## config.mk

```make
export PLATFORM = sky130hd
export DESIGN_NAME = vid_timing_gen
export DESIGN_NICKNAME = d
export VERILOG_FILES = /design/src/rtl/vid_timing_gen.sv
export SDC_FILE = /design/constraint.sdc
export NUM_CORES = 1
export LEC_CHECK = 0
export CAP_MARGIN = 20
export CORE_MARGIN = 1
export CORE_UTILIZATION = 56
export DETAILED_ROUTE_END_ITERATION = 8
export GPL_TIMING_DRIVEN = 0
export PLACE_DENSITY = 0.82
export SLEW_MARGIN = 40
export SYNTH_ARGS = -nofsm -noshare
export SYNTH_HDL_FRONTEND = slang
export SYNTH_SLANG_ARGS = --single-unit
```

## constraint.sdc

```tcl
create_clock -name clk_pix -period 3.3 [get_ports clk_pix]
set_clock_uncertainty 0.1 [all_clocks]
set_input_delay 0.66 -clock clk_pix [delete_from_list [all_inputs] [get_ports clk_pix]]
set_output_delay 0.66 -clock clk_pix [all_outputs]
set_load 0.05 [all_outputs]
```

## src/rtl/vid_timing_gen.sv

```systemverilog
// Raster timing generator for the pixel clock domain. Holds the raster idle until PLL lock has
// been stable for LOCK_WAIT synchronized cycles, then free-runs hsync/vsync/de and coordinates.
module vid_timing_gen #(
    parameter int unsigned H_ACTIVE  = 1024,
    parameter int unsigned H_FP      = 24,
    parameter int unsigned H_SYNC    = 136,
    parameter int unsigned H_BP      = 160,
    parameter int unsigned V_ACTIVE  = 768,
    parameter int unsigned V_FP      = 3,
    parameter int unsigned V_SYNC    = 6,
    parameter int unsigned V_BP      = 29,
    parameter bit          HS_POL    = 1'b0,
    parameter bit          VS_POL    = 1'b0,
    parameter int unsigned LOCK_WAIT = 1024,
    parameter int unsigned X_W       = 11,
    parameter int unsigned Y_W       = 10
) (
    input  logic           clk_pix,
    input  logic           rst_n,
    input  logic           locked,
    output logic           running,
    output logic [X_W-1:0] x,
    output logic [Y_W-1:0] y,
    output logic           de,
    output logic           hsync,
    output logic           vsync,
    output logic           line_start,
    output logic           frame_start
);

    localparam int unsigned H_TOTAL = H_ACTIVE + H_FP + H_SYNC + H_BP;
    localparam int unsigned V_TOTAL = V_ACTIVE + V_FP + V_SYNC + V_BP;
    localparam int unsigned WC_W    = (LOCK_WAIT > 1) ? $clog2(LOCK_WAIT) : 1;

    localparam logic [X_W-1:0]  H_LAST  = X_W'(H_TOTAL - 1);
    localparam logic [X_W-1:0]  H_ACT   = X_W'(H_ACTIVE);
    localparam logic [X_W-1:0]  HS_BEG  = X_W'(H_ACTIVE + H_FP);
    localparam logic [X_W-1:0]  HS_END  = X_W'(H_ACTIVE + H_FP + H_SYNC);
    localparam logic [Y_W-1:0]  V_LAST  = Y_W'(V_TOTAL - 1);
    localparam logic [Y_W-1:0]  V_ACT   = Y_W'(V_ACTIVE);
    localparam logic [Y_W-1:0]  VS_BEG  = Y_W'(V_ACTIVE + V_FP);
    localparam logic [Y_W-1:0]  VS_END  = Y_W'(V_ACTIVE + V_FP + V_SYNC);
    localparam logic [WC_W-1:0] WC_LAST = WC_W'(LOCK_WAIT - 1);

    typedef enum logic {StWait, StRun} state_e;

    logic            r_s1, r_s2;
    state_e          r_state, w_state_d;
    logic [WC_W-1:0] r_wait_cnt, w_wait_cnt_d;
    logic [X_W-1:0]  r_h, w_h_d;
    logic [Y_W-1:0]  r_v, w_v_d;
    logic            r_de, r_hs, r_vs, r_ls, r_fs;
    logic            w_de, w_hs, w_vs, w_ls, w_fs;

    always_ff @(posedge clk_pix or negedge rst_n) begin
        if (!rst_n) begin
            r_s1 <= 1'b0;
            r_s2 <= 1'b0;
        end else begin
            r_s1 <= locked;
            r_s2 <= r_s1;
        end
    end

    always_ff @(posedge clk_pix or negedge rst_n) begin
        if (!rst_n) begin
            r_state    <= StWait;
            r_wait_cnt <= '0;
            r_h        <= '0;
            r_v        <= '0;
        end else begin
            r_state    <= w_state_d;
            r_wait_cnt <= w_wait_cnt_d;
            r_h        <= w_h_d;
            r_v        <= w_v_d;
        end
    end

    // Counters stay at zero outside RUN so x/y read 0 while idle.
    always_comb begin
        w_state_d    = r_state;
        w_wait_cnt_d = r_wait_cnt;
        w_h_d        = '0;
        w_v_d        = '0;
        unique case (r_state)
            StWait: begin
                if (!r_s2) begin
                    w_wait_cnt_d = '0;
                end else if (r_wait_cnt == WC_LAST) begin
                    w_state_d    = StRun;
                    w_wait_cnt_d = '0;
                end else begin
                    w_wait_cnt_d = r_wait_cnt + WC_W'(1);
                end
            end
            StRun: begin
                if (!r_s2) begin
                    w_state_d    = StWait;
                    w_wait_cnt_d = '0;
                end else if (r_h == H_LAST) begin
                    w_h_d = '0;
                    w_v_d = (r_v == V_LAST) ? '0 : r_v + Y_W'(1);
                end else begin
                    w_h_d = r_h + X_W'(1);
                    w_v_d = r_v;
                end
            end
            default: w_state_d = StWait;
        endcase
    end

    // Decode from next-state coordinates so registered outputs line up with x/y.
    always_comb begin
        w_de = 1'b0;
        w_hs = ~HS_POL;
        w_vs = ~VS_POL;
        w_ls = 1'b0;
        w_fs = 1'b0;
        if (w_state_d == StRun) begin
            w_de = (w_h_d < H_ACT) && (w_v_d < V_ACT);
            w_hs = ((w_h_d >= HS_BEG) && (w_h_d < HS_END)) ? HS_POL : ~HS_POL;
            w_vs = ((w_v_d >= VS_BEG) && (w_v_d < VS_END)) ? VS_POL : ~VS_POL;
            w_ls = (w_h_d == '0);
            w_fs = (w_h_d == '0) && (w_v_d == '0);
        end
    end

    always_ff @(posedge clk_pix or negedge rst_n) begin
        if (!rst_n) begin
            r_de <= 1'b0;
            r_hs <= ~HS_POL;
            r_vs <= ~VS_POL;
            r_ls <= 1'b0;
            r_fs <= 1'b0;
        end else begin
            r_de <= w_de;
            r_hs <= w_hs;
            r_vs <= w_vs;
            r_ls <= w_ls;
            r_fs <= w_fs;
        end
    end

    assign running     = (r_state == StRun);
    assign x           = r_h;
    assign y           = r_v;
    assign de          = r_de;
    assign hsync       = r_hs;
    assign vsync       = r_vs;
    assign line_start  = r_ls;
    assign frame_start = r_fs;

endmodule
```

==> impl_results.md, run 1 <==
- Max Slew Vio Count: 0
- DRC: 0
- Num CTS Buffers: 5
- EDFF count, synth: 0
- Async set-or-reset flop fraction in the synthesized netlist: 100%
- Grt met3 use: 6.38%
- DRT Pass-1 Iters: 4
- Boundary pin count: 30
- Crit share post-route: 76.0%
- Setup TNS: 0 ns
- NumNets Final: 271
- CP Capture Type: flop
- PD cells: 300 nW/um^2
- Resized cells post-CTS: 0
- Hold Path Class: input pin to async pin
- Post-placement cell count: 305
- Port Buffers: 29
- Gr ovfl total: 0
- Post-DP HPWL: 3510 um
- Max cap viols: 0
- Die area: 4380 sq um
- Yosys warns: 0
- Fin. Hold Viols: 0
- Routed WL: 4960 um
- Status: finished clean
- GRT busiest layer: met2
- Layout cells sized above 1: 14.7%
- Syn-to-layout area delta: 18.7%
- Power, Total: 822 uW
- Main synth FF type: dfrtp_1
- Skew-Pair Late Insertion Delay: 0.30 ns
- Crit path max fanout: 10
- Die Ht: 66.2 um
- Largest net degree at the start of global routing: 40
- Worst R2R End: frame_start
- Crit path kind: flop to flop
- Data required time of the worst path: 3.40 ns
- Sequential cell area fraction in the yosys report: 42.4%
- FF+latch count, synth: 39
- Initial core utilization: 60.8%
- Worst vdd ir: 0.145 mV
- R2R Setup Slk: 0.79 ns
- Post-Synthesis Cell Area: 2310 sq um
- RR Startpoint: x[6]
- Cells after Synth: 228
- DR iter-0 viols: 118
- DR vias/cell: 5.91
- Met2 global-route usage: 38.8%
- Yosys top cell by area: dfrtp_1
- Clock sink total: 39
- CP Launch Type: flop
- Yosys top cell area share: 40.1%
- Number of vias in the routed layout: 1851
- FMAX: 399 MHz
- Core area: 3800 sq um
- Leakage: 0.00116 uW
- Slew at the pin closest to its max-slew limit: 0.645 ns
- Worst reg-to-reg path cell count: 7
- Worst slew margin: 56.5%
- Initial antenna violation count: 0
- First-pass GRT wire length: 8250 um
- Post-Synthesis Net Count: 235
- Aggregate global-route resource usage: 25.2%
- Period minus WS final: 2.51 ns
- Met1 Track Usage GR: 33.7%
- Final setup viols: 0
- Pre-CTS setup slack: 0.820 ns
- Clock transition at path regs: 0.08 ns
- Final core utilization: 72.1%
- TritonCTS clock tree: done
- CTS root buf: clkbuf_8
- RSZ-0062 raised after global routing: no
- Final GP Congestion: 0.886
- Avg WL per Cell: 15.8 um
- CTS Hold Bufs: 0
- Die width: 66.2 um
- Num rows: 22
- Cell variety after synth: 59
- Finished Layout Cells: 313
- Number of global-route vias before repair: 1756
- CTS H-Tree Depth: 2
- Post-synthesis average cell area: 10.1 sq um
- Area contributors post-synth: dfrtp_1 40%, nor2_1 4.2%, xnor2_1 4.2%, xor2_1 3.8%, buf_6 2.9%
- Post-CTS setup buffer count: 0
- Ant. Diodes: 0
- CTS max path bufs: 2
- Antenna Nets Post-Route: 0
- WP data arrival: 2.60 ns
- Final WS setup: 0.793 ns
## routing by layer
metal | routed length [um] | up-vias
li1 | - | 904
met1 | 2390 | 899
met2 | 2260 | 39
met3 | 230 | 9
met4 | 73 | 0
met5 | 0 | -
## flip-flops by register name, indices dropped and copies added, names as in the netlist
register,count
de,1
hsync,1
vsync,1
line_start,1
running,1
x,11
frame_start,1
y,10
r_s2,1
r_wait_cnt,10
r_s1,1
## layout make-up
cell class                      count  area [sq um]
Tap cell                           48          60.1
Timing Repair Buffer               29           288
Buffer                             12           100
Clock inverter                      3          15.0
Inverter                            6          22.5
Clock buffer                        5          68.8
Sequential cell                    39           978
Fill cell                         297          1060
Multi-Input combinational cell    171          1210
## cell usage after synthesis, types with 3 or more instances
cell and number:
xnor2_1 11, or3_1 3, nor3b_1 4, nor4b_1 3, ha_1 4, buf_6 6
nor2b_1 5, and4_1 4, dfrtp_1 37, xor2_1 10, o21ai_0 12, and2_1 6
nand4_1 6, nand2_1 13, inv_1 6, nand3_1 10, a41oi_1 3, and3_1 6
a21o_1 4, nor2_1 26
## stage by stage
stage                     hold slack (ns)  area [sq um]
after floorplan                     0.231          2310
after detailed placement            0.236          2660
final                               0.207          2740
after global placement              0.233          2660
after global routing                0.266          2740
after CTS                           0.235          2740
## power breakdown
| group | switching [uW] | internal (uW) |
|---|---|---|
| sequential | 2.87 | 482 |
| clock | 173 | 145 |
| combinational | 13.8 | 6.17 |
## worst max-delay path by stage
| stage | start | endpoint | cells past startpoint |
|---|---|---|---|
| after floorplan | x[6] | frame_start | 7 |
| after global placement | rst_n | y[2] | 1 |
| after CTS | x[6] | frame_start | 7 |
| after global routing | x[6] | frame_start | 7 |
| final | x[6] | frame_start | 7 |
| after detailed placement | x[6] | frame_start | 7 |
## cell families (layout without fill, tap and decap cells)
group / count (synthesis) / after routing / synth area share, %
AOI/OAI and AO/OA: 40 / 40 / 12.8
adders and majority gates: 4 / 4 / 2.17
buffers and inverters: 18 / 55 / 5.31
muxes: 1 / 1 / 0.434
and+or+nand+nor: 105 / 105 / 28.9
xor gates and xnor gates: 21 / 21 / 7.97
DFF: 39 / 39 / 42.4
## worst max-delay path: stages, from the launching register on
cell and delay, ns:
dfrtp_1 0.42, buf_6 0.16, nor4b_4 0.40, nand4_4 0.25
nor4_4 0.36, xnor2_1 0.24, a41oi_1 0.18, nor3b_1 0.29
## cell usage in the layout, fill, tap and decap left out, drive strengths merged, types with 7 or more instances in the layout
master | synthesis | final
and3 | 7 | 7
buf | 10 | 11
clkbuf | 2 | 7
clkdlybuf4s50 | 0 | 28
dfrtp | 37 | 37
nand2 | 13 | 13
nand3 | 10 | 10
nand4 | 8 | 8
nor2 | 26 | 26
o21ai | 13 | 13
xnor2 | 11 | 11
xor2 | 10 | 10
Note: power is estimated with default switching activity, not from simulation.
==> inputs of run 2 (changes only) <==
--- a/config.mk
+++ b/config.mk
@@ -7,10 +7,10 @@
 export LEC_CHECK = 0
 export CAP_MARGIN = 20
 export CORE_MARGIN = 1
-export CORE_UTILIZATION = 56
+export CORE_UTILIZATION = 50
 export DETAILED_ROUTE_END_ITERATION = 8
 export GPL_TIMING_DRIVEN = 0
-export PLACE_DENSITY = 0.82
+export PLACE_DENSITY = 0.77
 export SLEW_MARGIN = 40
 export SYNTH_ARGS = -nofsm -noshare
 export SYNTH_HDL_FRONTEND = slang
==> constraint.sdc (replaced) <==
create_clock -name clk_pix -period 2.1 [get_ports clk_pix]
set_clock_uncertainty 0.1 [all_clocks]
set_input_delay 0.42 -clock clk_pix [delete_from_list [all_inputs] [get_ports clk_pix]]
set_output_delay 0.42 -clock clk_pix [all_outputs]
set_load 0.05 [all_outputs]
==> run 2 against run 1 <==
  * The run now ends with hold timing, setup timing left
  * Critical path depth increased by 2
  * Core utilization fell by 3.6 points
  * Final cell count grew 5.4%
  * Register-to-register slack got worse by 0.92 ns
  * Non-clock buffer count is 13 higher
  * Sequential share of layout area shrank 2.7 points
  * Combinational power rose by 61%
  * Worst setup slack worse by 0.92 ns
  * Sequential cell count is the same
  * Total power rose by 61%
  * Largest cell class unchanged
  * Die area rose by 12%
  * Wire length grew 12%
==> impl_results.md, run 2 (synthesis results as in run 1) <==
- Avg WL per Cell: 16.8 um
- RR Startpoint: x[6]
- CP most frequent cell: buf_6
- Crit share post-route: 106%
- CP startpoint: x[6]
- Post-DP HPWL: 3550 um
- Register area: 991 sq um
- CP Launch Type: flop
- Multi-input logic area: 1320 sq um
- Number of global-route vias before repair: 1865
- Met2 global-route usage: 39.7%
- Initial core utilization: 52.7%
- Num CTS Buffers: 5
- First-pass GRT wire length: 9090 um
- Worst slew margin: 66.0%
- Finished Layout Cells: 330
- Commonest cells after routing, fill and taps aside: 27 x dfrtp_1, 24 x nor2_1, 14 x buf_4
- Area of placed instances: 2690 sq um
- CTS max path bufs: 2
- Period minus WS final: 2.22 ns
- Leakage: 0.00146 uW
- Routed WL: 5550 um
- Slew at the pin closest to its max-slew limit: 0.508 ns
- Boundary pin count: 30
- Core area: 4380 sq um
- FMAX: 450 MHz
- DRT Pass-1 Iters: 4
- Post-placement cell count: 309
- RSZ-0062 raised after global routing: yes
- Grt met3 use: 3.90%
- Final WS setup: -0.123 ns
- Data required time of the worst path: 2.20 ns
- Antenna Nets Post-Route: 0
- Aggregate global-route resource usage: 23.6%
- GRT busiest layer: met2
- NumNets Final: 284
- Final setup viols: 3
- Crit path max fanout: 5
- Num rows: 24
- Layout cells sized above 1: 27.0%
- Max FFs per register: 11
- Failing checks: hold timing, setup timing
- Gr ovfl total: 0
- Crit path kind: flop to flop
- Fin. Hold Viols: 26
- CP Capture Type: flop
- Crit-path max cell delay: 0.43 ns
- Worst vdd ir: 0.228 mV
- DRC: 0
- Number of vias in the routed layout: 1921
- Status: complete, but fails checks
- Port Buffers: 29
- Hold Path Class: input pin to async pin
- CTS H-Tree Depth: 2
- DR vias/cell: 5.82
- Clock transition at path regs: 0.08 ns
- Largest net degree at the start of global routing: 40
- Die width: 69.9 um
- Leading cell type in the layout, fill and taps excluded: dfrtp_1
- WP data arrival: 2.33 ns
- Syn-to-layout area delta: 30.2%
- Setup TNS: -0.253 ns
- DR iter-0 viols: 101
- FILL cells: 326
- Hold slack: -0.0122 ns
- Skew-Pair Late Insertion Delay: 0.30 ns
- CTS Hold Bufs: 0
- Max cap viols: 0
- Met1 Track Usage GR: 31.1%
- Max stage delay cell, worst path: dfrtp_2
- Max Slew Vio Count: 0
- Die Ht: 69.9 um
- Final GP Congestion: 0.911
- Ant. Diodes: 0
- PD cells: 440 nW/um^2
- CTS root buf: clkbuf_8
- Clock sink total: 39
- Initial antenna violation count: 0
- Power, Total: 1320 uW
- Die area: 4890 sq um
- Cells along the critical path: buf_6 -> nor4b_4 -> buf_4 -> nand4_4 -> buf_6 -> nor4_4 -> xnor2_2 -> a41oi_2 -> nor3b_2
- TritonCTS clock tree: done
- Post-Layout Inst Area: 3010 sq um
-- run 2: cell types whose count changed in the layout (fill, tap and decap cells not counted), moves of 2 or more --
cell,previous run,this run
dfrtp_1,37,27
dlymetal6s2s_1,0,11
nor2_2,0,2
nor2_1,26,24
buf_6,6,8
a41oi_1,3,1
dfrtp_2,0,10
clkinv_2,3,1
a41oi_2,0,2
dlygate4sd2_1,0,6
buf_4,3,14
clkdlybuf4s50_1,28,11
-- run 2: critical path: cells and delay by family, from the launching register on --
kind | cells | cell delay (ns)
buffers and inverters | 3 | 0.47
and+or+nand+nor | 4 | 0.79
AOI/OAI and AO/OA | 1 | 0.16
DFF | 1 | 0.43
xor gates and xnor gates | 1 | 0.18
-- run 2: layout make-up --
class | count | share of cell area (%)
plain buffers | 12 | 3.50
flip-flops and latches | 39 | 33.0
inverters | 6 | 0.749
well taps | 52 | 2.16
clock inverters | 1 | 0.167
multi-input cells | 171 | 44.0
clock buffers | 7 | 2.87
repair buffers | 42 | 13.6
-- run 2: per-stage QoR --
stage,setup WS (ns),hold WS (ns),utilization [%]
4_1_cts,-0.0731,0.00914,66.7
3_3_place_gp,-0.588,0.237,61.5
2_1_floorplan,-0.175,0.0244,-
3_5_place_dp,-0.380,0.244,61.4
6_report,-0.123,-0.0122,68.6
5_1_grt,-0.245,0.0329,68.6
-- run 2: power breakdown --
part | internal, uW | total, uW | switching [uW]
Clock | 265 | 530 | 265
Combinational | 9.87 | 32.2 | 22.4
Sequential | 757 | 762 | 4.41
Total | 1030 | 1320 | 291
-- run 2: worst paths after layout --
check / endpoint / cells past startpoint / slack [ns]
setup / recovery: frame_start / 9 / -0.12
hold / removal: x[5] / 1 / -0.01
setup reg to reg: frame_start / 9 / -0.12
hold reg to reg: r_s2 / 0 / 0.25
max in group asynchronous: y[1] / 1 / 1.54
min in group clk_pix: r_s2 / 0 / 0.25
-- run 2: timing repair --
item,CTS,global route
pin swaps,7,3
buffers inserted,13,0
gates resized for setup,16,20
setup endpoints to repair,12,20
endpoints found under the hold margin,0,0
-- run 2: per-layer routing --
metal,up-vias,part of all wire [%]
met5,-,0
met4,0,1.9
met3,11,3.2
met2,36,48
met1,942,47
li1,932,-
